<file path="src/rtl/sc_collision_scheduler_pkg.sv">
// Shared types and defaults for the collision scheduler: FSM encoding,
// matrix geometry defaults and the row-index width derived from them.
package sc_collision_scheduler_pkg;

  localparam int DEFAULT_DATAWIDTH = 8;
  localparam int DEFAULT_ROWS      = 8;
  localparam int ROW_IDX_W         = $clog2(DEFAULT_ROWS);

  typedef enum logic [2:0] {
    IDLE  = 3'd0,
    FETCH = 3'd1,
    CMP1  = 3'd2,
    CMP2  = 3'd3,
    DONE  = 3'd4
  } scanState_t;

endpackage

</file>
<file path="src/rtl/sc_collision_rowcounter.sv">
// Row index counter for the matrix scan: synchronous clear, increment that
// saturates at the last row, and a combinational last-row flag.
module sc_collision_rowcounter
  import sc_collision_scheduler_pkg::*;
#(
  parameter int ROWS = DEFAULT_ROWS,
  parameter int ROWW = ROW_IDX_W
) (
  input  logic            clk,
  input  logic            rstN,
  input  logic            clr,
  input  logic            inc,
  output logic [ROWW-1:0] row,
  output logic            lastRow
);

  assign lastRow = (row == ROWW'(ROWS - 1));

  always_ff @(posedge clk or negedge rstN) begin
    if (!rstN) begin
      row <= '0;
    end else if (clr) begin
      row <= '0;
    end else if (inc && !lastRow) begin
      row <= row + 1'b1;
    end
  end

endmodule

</file>
<file path="src/rtl/sc_collision_scheduler.sv">
// Scans ROWS matrix rows through one shared external comparator, checking
// both player positions per row and latching each player's first matching row.
module sc_collision_scheduler
  import sc_collision_scheduler_pkg::*;
#(
  parameter int DATAWIDTH = DEFAULT_DATAWIDTH,
  parameter int ROWS      = DEFAULT_ROWS
) (
  input  logic                     SC_COLLISION_SCHEDULER_CLOCK_50,
  input  logic                     SC_COLLISION_SCHEDULER_RESET_InLow,
  input  logic                     SC_COLLISION_SCHEDULER_start_In,
  input  logic [DATAWIDTH-1:0]     SC_COLLISION_SCHEDULER_posjug1_In,
  input  logic [DATAWIDTH-1:0]     SC_COLLISION_SCHEDULER_posjug2_In,
  output logic [$clog2(ROWS)-1:0]  SC_COLLISION_SCHEDULER_rowsel_Out,
  input  logic [DATAWIDTH-1:0]     SC_COLLISION_SCHEDULER_rowdata_In,
  output logic [DATAWIDTH-1:0]     SC_COLLISION_SCHEDULER_cmpA_Out,
  output logic [DATAWIDTH-1:0]     SC_COLLISION_SCHEDULER_cmpB_Out,
  input  logic                     SC_COLLISION_SCHEDULER_cmpEq_In,
  output logic                     SC_COLLISION_SCHEDULER_busy_Out,
  output logic                     SC_COLLISION_SCHEDULER_done_Out,
  output logic                     SC_COLLISION_SCHEDULER_hitjug1_Out,
  output logic                     SC_COLLISION_SCHEDULER_hitjug2_Out,
  output logic [$clog2(ROWS)-1:0]  SC_COLLISION_SCHEDULER_rowjug1_Out,
  output logic [$clog2(ROWS)-1:0]  SC_COLLISION_SCHEDULER_rowjug2_Out
);

  localparam int ROWW = $clog2(ROWS);

  logic clk;
  logic rstN;
  assign clk  = SC_COLLISION_SCHEDULER_CLOCK_50;
  assign rstN = SC_COLLISION_SCHEDULER_RESET_InLow;

  scanState_t state, stateNext;

  logic [DATAWIDTH-1:0] pos1Snap, pos2Snap;
  logic                 hit1, hit2;
  logic [ROWW-1:0]      row1, row2;
  logic [ROWW-1:0]      row;
  logic                 lastRow;
  logic                 accept;
  logic                 scanning;

  assign accept   = (state == IDLE) && SC_COLLISION_SCHEDULER_start_In;
  assign scanning = (state == FETCH) || (state == CMP1) || (state == CMP2);

  sc_collision_rowcounter #(
    .ROWS (ROWS),
    .ROWW (ROWW)
  ) uRowCounter (
    .clk     (clk),
    .rstN    (rstN),
    .clr     (accept),
    .inc     (state == CMP2),
    .row     (row),
    .lastRow (lastRow)
  );

  always_ff @(posedge clk or negedge rstN) begin
    if (!rstN) begin
      state <= IDLE;
    end else begin
      state <= stateNext;
    end
  end

  always_comb begin
    stateNext = state;
    unique case (state)
      IDLE:    if (SC_COLLISION_SCHEDULER_start_In) stateNext = FETCH;
      FETCH:   stateNext = CMP1;
      CMP1:    stateNext = CMP2;
      CMP2:    stateNext = lastRow ? DONE : FETCH;
      DONE:    stateNext = IDLE;
      default: stateNext = IDLE;
    endcase
  end

  // Comparator operands are forced to zero outside the compare states so the
  // shared comparator sees no stale traffic from this block.
  always_comb begin
    SC_COLLISION_SCHEDULER_cmpA_Out = '0;
    SC_COLLISION_SCHEDULER_cmpB_Out = '0;
    if (state == CMP1) begin
      SC_COLLISION_SCHEDULER_cmpA_Out = SC_COLLISION_SCHEDULER_rowdata_In;
      SC_COLLISION_SCHEDULER_cmpB_Out = pos1Snap;
    end else if (state == CMP2) begin
      SC_COLLISION_SCHEDULER_cmpA_Out = SC_COLLISION_SCHEDULER_rowdata_In;
      SC_COLLISION_SCHEDULER_cmpB_Out = pos2Snap;
    end
  end

  assign SC_COLLISION_SCHEDULER_rowsel_Out = scanning ? row : '0;
  assign SC_COLLISION_SCHEDULER_busy_Out   = scanning;
  assign SC_COLLISION_SCHEDULER_done_Out   = (state == DONE);

  always_ff @(posedge clk or negedge rstN) begin
    if (!rstN) begin
      pos1Snap <= '0;
      pos2Snap <= '0;
      hit1     <= 1'b0;
      hit2     <= 1'b0;
      row1     <= '0;
      row2     <= '0;
    end else if (accept) begin
      pos1Snap <= SC_COLLISION_SCHEDULER_posjug1_In;
      pos2Snap <= SC_COLLISION_SCHEDULER_posjug2_In;
      hit1     <= 1'b0;
      hit2     <= 1'b0;
      row1     <= '0;
      row2     <= '0;
    end else begin
      // First match wins: once a hit is recorded the row index is frozen.
      if ((state == CMP1) && SC_COLLISION_SCHEDULER_cmpEq_In && !hit1) begin
        hit1 <= 1'b1;
        row1 <= row;
      end
      if ((state == CMP2) && SC_COLLISION_SCHEDULER_cmpEq_In && !hit2) begin
        hit2 <= 1'b1;
        row2 <= row;
      end
    end
  end

  assign SC_COLLISION_SCHEDULER_hitjug1_Out = hit1;
  assign SC_COLLISION_SCHEDULER_hitjug2_Out = hit2;
  assign SC_COLLISION_SCHEDULER_rowjug1_Out = row1;
  assign SC_COLLISION_SCHEDULER_rowjug2_Out = row2;

endmodule

</file>
<file path="config.mk">
export PLATFORM = sky130hd
export DESIGN_NAME = sc_collision_scheduler
export DESIGN_NICKNAME = d
export VERILOG_FILES = /design/src/rtl/sc_collision_scheduler_pkg.sv /design/src/rtl/sc_collision_rowcounter.sv /design/src/rtl/sc_collision_scheduler.sv
export SDC_FILE = /design/constraint.sdc
export NUM_CORES = 1
export LEC_CHECK = 0
export CORE_UTILIZATION = 43
export CTS_CLUSTER_SIZE = 28
export DETAILED_ROUTE_END_ITERATION = 8
export PLACE_DENSITY_LB_ADDON = 0.15
export SLEW_MARGIN = 10
export SYNTH_ARGS = -nofsm -noshare
export SYNTH_HDL_FRONTEND = slang
export SYNTH_SLANG_ARGS = --single-unit
</file>
<file path="constraint.sdc">
create_clock -name SC_COLLISION_SCHEDULER_CLOCK_50 -period 2.1 [get_ports SC_COLLISION_SCHEDULER_CLOCK_50]
set_clock_uncertainty 0.2 [all_clocks]
set_input_delay 0.42 -clock SC_COLLISION_SCHEDULER_CLOCK_50 [delete_from_list [all_inputs] [get_ports SC_COLLISION_SCHEDULER_CLOCK_50]]
set_output_delay 0.42 -clock SC_COLLISION_SCHEDULER_CLOCK_50 [all_outputs]
set_load 0.01 [all_outputs]
</file>
==> impl_results.md, run 1 <==
* Ys Warns at 0
* Fin. max-slew vios at 0
* Diodes inserted at 0
* Layout cells sized above 1 at 0.216
* CTS sink count at 30
* Top post-synthesis cells by area: dfrtp_1, nand2_1, mux2i_1
* Die X at 61.2 um
* Drt first-iter violations at 34
* Setup CP Type: reg -> out
* Core Rows at 21
* Critical path startpoint category: flip-flop
* Crit path max-delay family: buffers and inverters
* CP bufs+invs at 4
* Post-Synth XOR/XNOR Area at 0.0116
* Via count of the first global-routing pass at 1323
* RSZ-0062 raised after global routing: true
* Final worst path period need at 2.10 ns
* Buffers on Ports at 56
* CTS Buffer Depth at 2
* Slowest stage cell, crit path: dfrtp_1
* Netlist Area Pre-Place at ~1500 um^2
* Fillers at slightly below 300
* Post-Synth Adder-Cell Area at 0.0166
* Clock latency on the worst-skew pair at 0.33 ns
* Vias per std cell at 4.83
* Worst slew pin tran at 0.384 ns
* Grt ovf at 0
* Post-Syn Nets at 192
* H-tree Lvls at 2
* CP Cell Sequence: buf_6 -> buf_12 -> buf_16 -> mux2i_1 -> nor2_1 -> buf_2
* Distinct cells, synth at 25
* Hold crit path type: in -> async
* FMAX at 0.477 GHz
* Final period util at 0.998
* Synth Area in Simple Gates at 0.312
* CORE AREA at 3340 um^2
* Placer congestion estimate at 0.753
* Crit-path max FO at 5
* Mapped Cells at ~160
* Syn Area/Cell at 9.30 um^2
* Layout area overhead at 50.6%
* P per Cell Area at 1360 nW/um^2
* CP peak stage delay at 0.42 ns
* DP Cell Count at 263
* Root Driver: clkbuf_4
* Final setup viols at 0
* Area leader, netlist: dfrtp_1
* Via count at ~1.4k
* Leakage at between 1 and 1.5 nW
* Chip Height at about 61 um
* CTS tree: done
* Initial Utilization at 0.451
* Routed WL per cell at between 10 and 15 um
* Largest family of logic cells by synthesized area: simple AND/OR/NAND/NOR gates
* DRC violations left at 0
* Max Cap Viol at 0
* Critical path data arrival time at ~1.5 ns
* Seq/Total Area, Yosys at 0.498
* Nets@finish at 265
* Largest net degree at the start of global routing at 31
* Worst Path Required at 1.48 ns
* Worst setup EP type: output port
* Post-synthesis mux area share at 0.0664
* Routed WL at ~3.9 mm
* Dpl hpwl at 2.52 mm
* Register bit total from synthesis at 30
* First-pass GRT wire length at 6.09 mm
* Fin. Hold Viols at 0
* Initial antenna violation count at 0
* Non-Filler Instances at roughly 280
* Most common cell after layout, fill and taps aside: nand2_1
* Pre-Repair DR Iteration Count at 4
* Global-route usage over all layers at 0.231
* Peak supply drop at just over 600 uV
* Total power at 3.08 mW
* Most frequent cells in the layout: nand2_1, clkdlybuf4s50_1, dfrtp_1
* Die area at 3740 um^2
* Clock transition at path regs at about 0.10 ns
* Slew HR at 0.744
* Post-DRT Antenna Nets at 0
* Io pins at 57
* Status: completed
* Compound-cell area share of the yosys netlist at 0.0515
* Total CTS buffers at 5
* Post-synth top area share at 0.498
==> path summary, 6_finish.rpt <==
| path | slack (ns) | startpoint | endpoint | cells after the start |
|---|---|---|---|---|
| min reg2reg | 0.29 | pos1Snap[7]$_DFFE_PN0P_ | pos1Snap[7]$_DFFE_PN0P_ | 2 |
| min | 0.28 | SC_COLLISION_SCHEDULER_RESET_InLow | pos1Snap[1]$_DFFE_PN0P_ | 2 |
| max | 0.004 | state[0]$_DFFE_PN0P_ | SC_COLLISION_SCHEDULER_cmpB_Out[1] | 6 |
| min in group SC_COLLISION_SCHEDULER_CLOCK_50 | 0.29 | pos1Snap[7]$_DFFE_PN0P_ | pos1Snap[7]$_DFFE_PN0P_ | 2 |
| max reg2reg | 0.10 | state[0]$_DFFE_PN0P_ | SC_COLLISION_SCHEDULER_rowjug1_Out[1]$_DFFE_PN0P_ | 8 |
| max in group asynchronous | 1.12 | SC_COLLISION_SCHEDULER_RESET_InLow | state[2]$_DFFE_PN0P_ | 2 |
==> logic make-up after synthesis <==
| kind of cell | after synthesis |
|---|---|
| AND/OR/NAND/NOR | 93 |
| XOR/XNOR | 2 |
| multiplexers | 10 |
| AO/OA/AOI/OAI | 15 |
| flip-flops | 30 |
| adder cells (fa/ha/maj) | 2 |
| buffers and inverters | 10 |
==> registers in the layout (all words and copies together), names as in the netlist <==
| signal | cells |
|---|---|
| state | 3 |
| SC_COLLISION_SCHEDULER_hitjug2_Out | 1 |
| SC_COLLISION_SCHEDULER_hitjug1_Out | 1 |
| uRowCounter.row | 3 |
| SC_COLLISION_SCHEDULER_rowjug2_Out | 3 |
| pos2Snap | 8 |
| SC_COLLISION_SCHEDULER_rowjug1_Out | 3 |
| pos1Snap | 8 |
==> cell usage after synthesis <==
library cell / n
ha_1: 2
and2_1: 12
mux2i_1: 10
buf_2: 4
and4b_1: 1
nor4b_4: 1
nor2b_1: 1
clkbuf_1: 2
buf_6: 3
nor2_1: 16
nand3_1: 3
and3_1: 1
o21bai_1: 1
o21ai_0: 6
nand2b_1: 2
xnor2_1: 2
dfrtp_1: 30
and4bb_2: 2
nand4bb_1: 1
inv_1: 1
nand2_1: 48
or4b_4: 1
nand4b_1: 1
nand3b_1: 3
a21oi_1: 8
==> through the flow <==
stage                     setup TNS (ns)  setup slack (ns)  utilization  hold WS [ns]  area (um^2)
final                                  0           0.00374        0.680         0.279         2270
after global routing              -0.171           -0.0676        0.680         0.291         2270
after detailed placement          -0.243           -0.0523        0.640         0.262         2140
after CTS                         -0.620            -0.150        0.685         0.283         2280
after global placement            -0.234           -0.0423        0.640         0.257         2140
after floorplan                        0             0.395            -       -0.0756         1510
==> metal layers <==
metal / part of all wire / vias to the layer above / global-route usage
li1: - / 675 / -
met1: 0.41 / 641 / 0.270
met2: 0.51 / 41 / 0.411
met3: 0.059 / 6 / 0.0609
met4: 0.015 / 0 / 0.0779
met5: 0 / - / 0
==> area by class of cell <==
cell class / count / area, um^2 / share of cell area
Clock buffer: 6 / 51.3 / 0.0226
Tap cell: 46 / 57.6 / 0.0254
Multi-Input combinational cell: 122 / 708 / 0.312
Sequential cell: 30 / 753 / 0.332
Inverter: 1 / 3.75 / 0.00165
Timing Repair Buffer: 75 / 682 / 0.301
Clock inverter: 2 / 12.5 / 0.00552
==> timing repair <==
| item | 4_1_cts | 5_1_grt |
|---|---|---|
| setup buffers | 8 | 4 |
| hold buffers | 0 | 0 |
| pin swaps | 2 | 3 |
| resized for setup | 58 | 15 |
| endpoints found under the setup margin | 21 | 46 |
| cloned | 1 | 0 |
==> report_power, final <==
part           switching, mW  total, mW  internal, mW  leakage, nW
clock                  0.207      0.367         0.161       0.0343
combinational          0.803       1.70         0.900        0.723
sequential             0.177       1.01         0.830        0.377
Power figures use the tool's default switching activity.
==> run 2: changes to the inputs <==
Settings changed: CTS_CLUSTER_SIZE 28 to not set.
==> results of run 2 <==
Same layout as run 1: the final DEF is identical, and so are final timing and power.
==> run 3: changes to the inputs <==
Settings changed: CTS_CLUSTER_DIAMETER set to 60.
==> results of run 3 <==
Same layout as run 1: the final DEF is identical, and so are final timing and power.
